`config.mk`:
```
export PLATFORM = sky130hd
export DESIGN_NAME = koa_mult_sched
export DESIGN_NICKNAME = d
export VERILOG_FILES = /design/src/rtl/koa_sched_pkg.sv /design/src/rtl/koa_rr_arb2.sv /design/src/rtl/koa_mult_sched.sv
export SDC_FILE = /design/constraint.sdc
export NUM_CORES = 1
export LEC_CHECK = 0
export CORE_MARGIN = 5
export CORE_UTILIZATION = 35
export CTS_CLUSTER_DIAMETER = 150
export DETAILED_ROUTE_END_ITERATION = 16
export GPL_ROUTABILITY_DRIVEN = 1
export PLACE_DENSITY = 0.87
export SYNTH_ARGS = -nofsm -noshare
export SYNTH_HDL_FRONTEND = slang
export SYNTH_SLANG_ARGS = --single-unit
export TNS_END_PERCENT = 100
```
`constraint.sdc`:
```
create_clock -name clk -period 2 [get_ports clk]
set_input_delay 0.6 -clock clk [delete_from_list [all_inputs] [get_ports clk]]
set_output_delay 0.6 -clock clk [all_outputs]
set_load 0.03 [all_outputs]
```
`src/rtl/koa_sched_pkg.sv`:
```
// ---------------------------------------------------------------------------
// koa_sched_pkg
// Shared types and constants for the Karatsuba multiplier scheduler.
//   state_e  : scheduler FSM state (2-bit encoding)
//   id_t     : requester identifier (0 or 1)
//   LAT_MAX  : largest supported multiplier register latency
// ---------------------------------------------------------------------------
package koa_sched_pkg;

  typedef enum logic [1:0] {
    IDLE = 2'd0,
    WAIT = 2'd1,
    RESP = 2'd2
  } state_e;

  typedef logic id_t;

  localparam int LAT_MAX = 4;

endpackage

```
`src/rtl/koa_rr_arb2.sv`:
```
// ---------------------------------------------------------------------------
// koa_rr_arb2
// Two-way round-robin grant, purely combinational.
//   valid0, valid1 : request valid from requester 0 / 1
//   en             : arbitration allowed this cycle (scheduler idle)
//   last_q         : id of the most recent grant
//   gnt            : one-hot grant vector (bit i grants requester i)
//   gnt_id         : id of the granted requester (0 when nothing is granted)
// ---------------------------------------------------------------------------
module koa_rr_arb2
  import koa_sched_pkg::*;
(
  input  logic       valid0,
  input  logic       valid1,
  input  logic       en,
  input  id_t        last_q,
  output logic [1:0] gnt,
  output id_t        gnt_id
);

  always_comb begin
    gnt    = '0;
    gnt_id = 1'b0;
    if (en && (valid0 || valid1)) begin
      // On a tie the requester that did not win last time goes first.
      if (valid0 && valid1) begin
        gnt_id = ~last_q;
      end else begin
        gnt_id = valid1;
      end
      gnt[gnt_id] = 1'b1;
    end
  end

endmodule

```
`src/rtl/koa_mult_sched.sv`:
```
// ---------------------------------------------------------------------------
// koa_mult_sched
// Schedules two operand sources onto one shared pipelined Karatsuba
// significand multiplier. One multiplication is in flight at a time: the
// granted operands are held on the multiplier inputs for LAT edges, the
// product is captured and returned with the owning requester id over a
// valid/ready response channel.
//
// Parameters
//   SW  : operand width; products are 2*SW bits
//   LAT : multiplier register latency in clock edges (1..LAT_MAX)
//
// Ports
//   clk, rst              : clock (rising edge), async active-low reset
//   reqN_valid_i          : requester N has operands
//   reqN_ready_o          : requester N accepted this cycle (combinational)
//   reqN_a_i, reqN_b_i    : requester N operands
//   mul_a_o, mul_b_o      : registered operands to the multiplier
//   mul_p_i               : multiplier product
//   rsp_valid_o           : product available
//   rsp_ready_i           : consumer takes the product
//   rsp_p_o, rsp_id_o     : registered product and its owner
//   busy_o                : high whenever the scheduler is not idle
// ---------------------------------------------------------------------------
module koa_mult_sched
  import koa_sched_pkg::*;
#(
  parameter int SW  = 24,
  parameter int LAT = 1
) (
  input  logic            clk,
  input  logic            rst,
  input  logic            req0_valid_i,
  output logic            req0_ready_o,
  input  logic [SW-1:0]   req0_a_i,
  input  logic [SW-1:0]   req0_b_i,
  input  logic            req1_valid_i,
  output logic            req1_ready_o,
  input  logic [SW-1:0]   req1_a_i,
  input  logic [SW-1:0]   req1_b_i,
  output logic [SW-1:0]   mul_a_o,
  output logic [SW-1:0]   mul_b_o,
  input  logic [2*SW-1:0] mul_p_i,
  output logic            rsp_valid_o,
  input  logic            rsp_ready_i,
  output logic [2*SW-1:0] rsp_p_o,
  output logic            rsp_id_o,
  output logic            busy_o
);

  localparam int CW = $clog2(LAT + 1);

  state_e         state;
  id_t            last_q;
  id_t            id_q;
  logic [CW-1:0]  cnt;

  logic [SW-1:0]   op_a_p0;
  logic [SW-1:0]   op_b_p0;
  logic [2*SW-1:0] rsp_p_p1;
  id_t             rsp_id_p1;
  logic            vld_p1;
  logic            busy_q;

  logic            arb_en;
  logic [1:0]      gnt;
  id_t             gnt_id;
  logic [SW-1:0]   sel_a;
  logic [SW-1:0]   sel_b;

  // Arbitration is only open in IDLE; gating with rst keeps both readies
  // low for the whole time reset is asserted, not just after an edge.
  assign arb_en = (state == IDLE) && rst;

  koa_rr_arb2 u_arb (
    .valid0 (req0_valid_i),
    .valid1 (req1_valid_i),
    .en     (arb_en),
    .last_q (last_q),
    .gnt    (gnt),
    .gnt_id (gnt_id)
  );

  assign req0_ready_o = gnt[0];
  assign req1_ready_o = gnt[1];

  assign sel_a = gnt_id ? req1_a_i : req0_a_i;
  assign sel_b = gnt_id ? req1_b_i : req0_b_i;

  always_ff @(posedge clk or negedge rst) begin
    if (!rst) begin
      state     <= IDLE;
      last_q    <= 1'b1;
      id_q      <= 1'b0;
      cnt       <= '0;
      op_a_p0   <= '0;
      op_b_p0   <= '0;
      rsp_p_p1  <= '0;
      rsp_id_p1 <= 1'b0;
      vld_p1    <= 1'b0;
      busy_q    <= 1'b0;
    end else begin
      case (state)
        IDLE: begin
          // stage p0: granted operands latched onto the multiplier inputs
          if (|gnt) begin
            op_a_p0 <= sel_a;
            op_b_p0 <= sel_b;
            id_q    <= gnt_id;
            last_q  <= gnt_id;
            cnt     <= CW'(LAT);
            busy_q  <= 1'b1;
            state   <= WAIT;
          end
        end
        WAIT: begin
          // stage p1: product sampled once the multiplier has had LAT edges
          if (cnt == '0) begin
            rsp_p_p1  <= mul_p_i;
            rsp_id_p1 <= id_q;
            vld_p1    <= 1'b1;
            state     <= RESP;
          end else begin
            cnt <= cnt - CW'(1);
          end
        end
        RESP: begin
          if (rsp_ready_i) begin
            vld_p1 <= 1'b0;
            busy_q <= 1'b0;
            state  <= IDLE;
          end
        end
        default: begin
          state  <= IDLE;
          vld_p1 <= 1'b0;
          busy_q <= 1'b0;
        end
      endcase
    end
  end

  assign mul_a_o     = op_a_p0;
  assign mul_b_o     = op_b_p0;
  assign rsp_p_o     = rsp_p_p1;
  assign rsp_id_o    = rsp_id_p1;
  assign rsp_valid_o = vld_p1;
  assign busy_o      = busy_q;

endmodule

```
==> out/metrics.cfg, run 1 <==
[status]
outcome = finished with violations
violations = setup timing

[route]
first_pass_iters = 5
antenna_left = 0
wl_um = 14900
vias_per_cell = 5.24
drtIter0Drc = 307
vias = 4047
drc_errors = 0
routedWlPerCell_um = 19.3

[floorplanning]
dieArea_um2 = 14800
die_w_um = 122
dieHeight_um = 122
io_pins = 250
num_rows = 40
core_area_um2 = 12200
initial_core_util_pct = 36.0

[timing]
totalNegativeSetupSlack_ns = -0.0222
rsz0062_at_grt = true
fin_skew_ns = 0.00645
fin_crit_sh_pct = 101
fmax_mhz = 495
maxSlewViolCount = 0
holdWs_ns = 0.444
setup_violations = 1
finalWorstSetupSlack_ns = -0.0222
hold_viol = 0
min_period_ns = 2.02
worst_pin_slew_ns = 0.584
slew_headroom_pct = 61.1

[worst_setup_path]
cp_top_family = simple AND/OR/NAND/NOR gates
critPathKind = flip-flop to output port
critPathMaxFanout = 4
startpoint = state[0]
cp.required_ns = 1.40
crit_path_start_kind = flip-flop
worst_path_max_delay_cell = dfrtp_1
cp_slowest_stage_delay_ns = 0.42
r2r-start = state[0]
endpoint_kind = output port
crit_chain = nor3b_4 > and3_4 > buf_6
crit_buf_inv = 1
crit_arrival_ns = 1.42

[yosys]
async_flop_share_pct = 100
syn_inst = 356
synth_ff_type = dfrtp_1
yosys_register_bits = 104
synth_top_area_cell = dfrtp_1
syn_area_per_cell_um2 = 12.3
synthDistinctLibCells = 29
synth_warnings = 0
synth_fp_nets = 505
yosysSeqAreaShare_pct = 59.5
synth_edf_count = 0
syn_area_um2 = 4380
ys_top_cells_by_area = dfrtp_1 59%, mux2_2 12%, a221o_1 11%, nor3_1 5.5%, nand2_1 4.4%
synth_top_area_share_pct = 58.9

[global_route]
grt_pass1_wl_um = 22500
track_usage_pct = 19.4
first_global_vias = 4344
overflow = 0
antenna_found_initial = 1
grt_max_degree = 108

[pwr]
p_comb_share_pct = 53.5
p_switching_uw = 4980
p_seq_share_pct = 31.5
pwr-share-clk_pct = 15.0
vdd_drop_max_mv = 0.704
leakagePower_uw = 0.00361
powerDensity_nw_per_um2 = 1590
p_int_uw = 6980
switching_share_pct = 41.6
finalPower_uw = 12000

[layout]
utilization_pct = 61.8
drive_gt1_share_pct = 15.1
mostFrequentLayoutCells = 150 x clkdlybuf4s50_1, 103 x dfrtp_1, 50 x nand2_1
nets = 748
layout_commonest_cell = clkdlybuf4s50_1
area_growth_pct = 71.5
final_area_um2 = 7510

[clock_network]
cts_tree = yes
cts-buffers-inserted = 9
clock_latency_ns = 0.34
hold_buffers = 0
h-tree-depth = 3
cts-root-buf = clkbuf_16
cts_buffer_depth = 2
cts.clk_slew.worst_paths_ns = 0.06
cts.sinks = 104

[job]
maxCapViolations = 0

[placement]
io_buffers = 249
hpwl_um = 10800
dpl_cell_area_um2 = 7110
routabilityCongestion = 0.770

[hold_path]
hp-class = input port to asynchronous set/reset pin

-- power by group through the flow --
stage | Clock (uW) | Sequential (uW) | Combinational (uW)
2_1_floorplan | 0 | 5700 | 1850
4_1_cts | 1840 | 3800 | 6510
3_5_place_dp | 0 | 3810 | 6820
6_report | 1790 | 3770 | 6400
3_3_place_gp | 0 | 3770 | 6660
5_1_grt | 1920 | 3910 | 6740
-- flip-flops by register name, summed over array words and instances, names as in the netlist, 2 cells and up --
signal and count:
mul_a_o 24, state 2, rsp_p_o 48, mul_b_o 24
-- timing repair --
action | 4_1_cts | 5_1_grt
setup buffers | 0 | 2
endpoints found under the setup margin | 49 | 49
pin swaps | 2 | 2
resized for setup | 52 | 47
-- worst reg2reg max path, stage by stage (launching register included) --
cell	delay, ns
dfrtp_1	0.42
nor3b_4	0.27
and3_4	0.26
buf_4	0.46
a221o_1	0.28
-- logic make-up after synthesis --
logic type	after synthesis	share of synthesized area [%]
buffers and inverters	36	3.74
AOI/OAI and AO/OA	58	12.7
muxes	49	12.6
and+or+nand+nor	109	11.5
DFF	104	59.5
-- Yosys cell counts, types with 2 or more instances --
library cell and n:
dfrtp_1 103, nand2_1 51, a221o_1 48, nor3_1 48, mux2_2 46, buf_2 17, clkbuf_1 12, inv_1 4
mux2_1 3, a21oi_1 2, buf_1 2, nand3_1 2, o21a_1 2
-- layer usage --
| metal | share of wire (%) | vias up | wire [um] | GRT usage, % |
|---|---|---|---|---|
| li1 | - | 1813 | - | - |
| met1 | 37 | 1996 | 5520 | 21.8 |
| met2 | 52 | 200 | 7760 | 34.0 |
| met3 | 7.2 | 38 | 1070 | 4.83 |
| met4 | 3.7 | 0 | 552 | 9.66 |
| met5 | 0 | - | 0 | 0 |
-- final timing paths --
| check | to | slack, ns | cells after the start |
|---|---|---|---|
| min reg2reg | rsp_p_o[45] | 0.49 | 1 |
| max in group asynchronous | mul_b_o[8] | 1.09 | 3 |
| max | req1_ready_o | -0.02 | 3 |
| max reg2reg | mul_b_o[19] | 0.26 | 4 |
| min in group clk | rsp_p_o[45] | 0.49 | 1 |
| min | state[1] | 0.44 | 3 |
-- area by class of cell --
type | instances | area [um^2]
Fill cell | 971 | 4650
Timing Repair Buffer | 264 | 2730
Sequential cell | 104 | 2600
Multi-Input combinational cell | 216 | 1640
Clock buffer | 11 | 253
Tap cell | 168 | 210
Clock inverter | 5 | 53.8
Inverter | 4 | 15.0
Antenna cell | 1 | 2.50
-- per-stage QoR --
step	setup slack (ns)	instances
5_1_grt	-0.103	773
2_1_floorplan	0.0196	356
4_1_cts	-0.0752	770
6_report	-0.0222	773
3_5_place_dp	-0.158	754
3_3_place_gp	-0.125	754
No activity file was read; power rests on OpenSTA's default activity.
==> run 2: changes to the inputs <==
--- a/config.mk
+++ b/config.mk
@@ -8,6 +8,7 @@
 export CORE_MARGIN = 5
 export CORE_UTILIZATION = 35
 export CTS_CLUSTER_DIAMETER = 150
+export CTS_CLUSTER_SIZE = 28
 export DETAILED_ROUTE_END_ITERATION = 16
 export GPL_ROUTABILITY_DRIVEN = 1
 export PLACE_DENSITY = 0.87
==> results of run 2 <==
No change in the layout: final DEF, timing and power equal those of run 1.
==> run 3: changes to the inputs <==
--- a/config.mk
+++ b/config.mk
@@ -12,6 +12,7 @@
 export DETAILED_ROUTE_END_ITERATION = 16
 export GPL_ROUTABILITY_DRIVEN = 1
 export PLACE_DENSITY = 0.87
+export SLEW_MARGIN = 10
 export SYNTH_ARGS = -nofsm -noshare
 export SYNTH_HDL_FRONTEND = slang
 export SYNTH_SLANG_ARGS = --single-unit
==> results of run 3 <==
No change in the layout: final DEF, timing and power equal those of run 1.
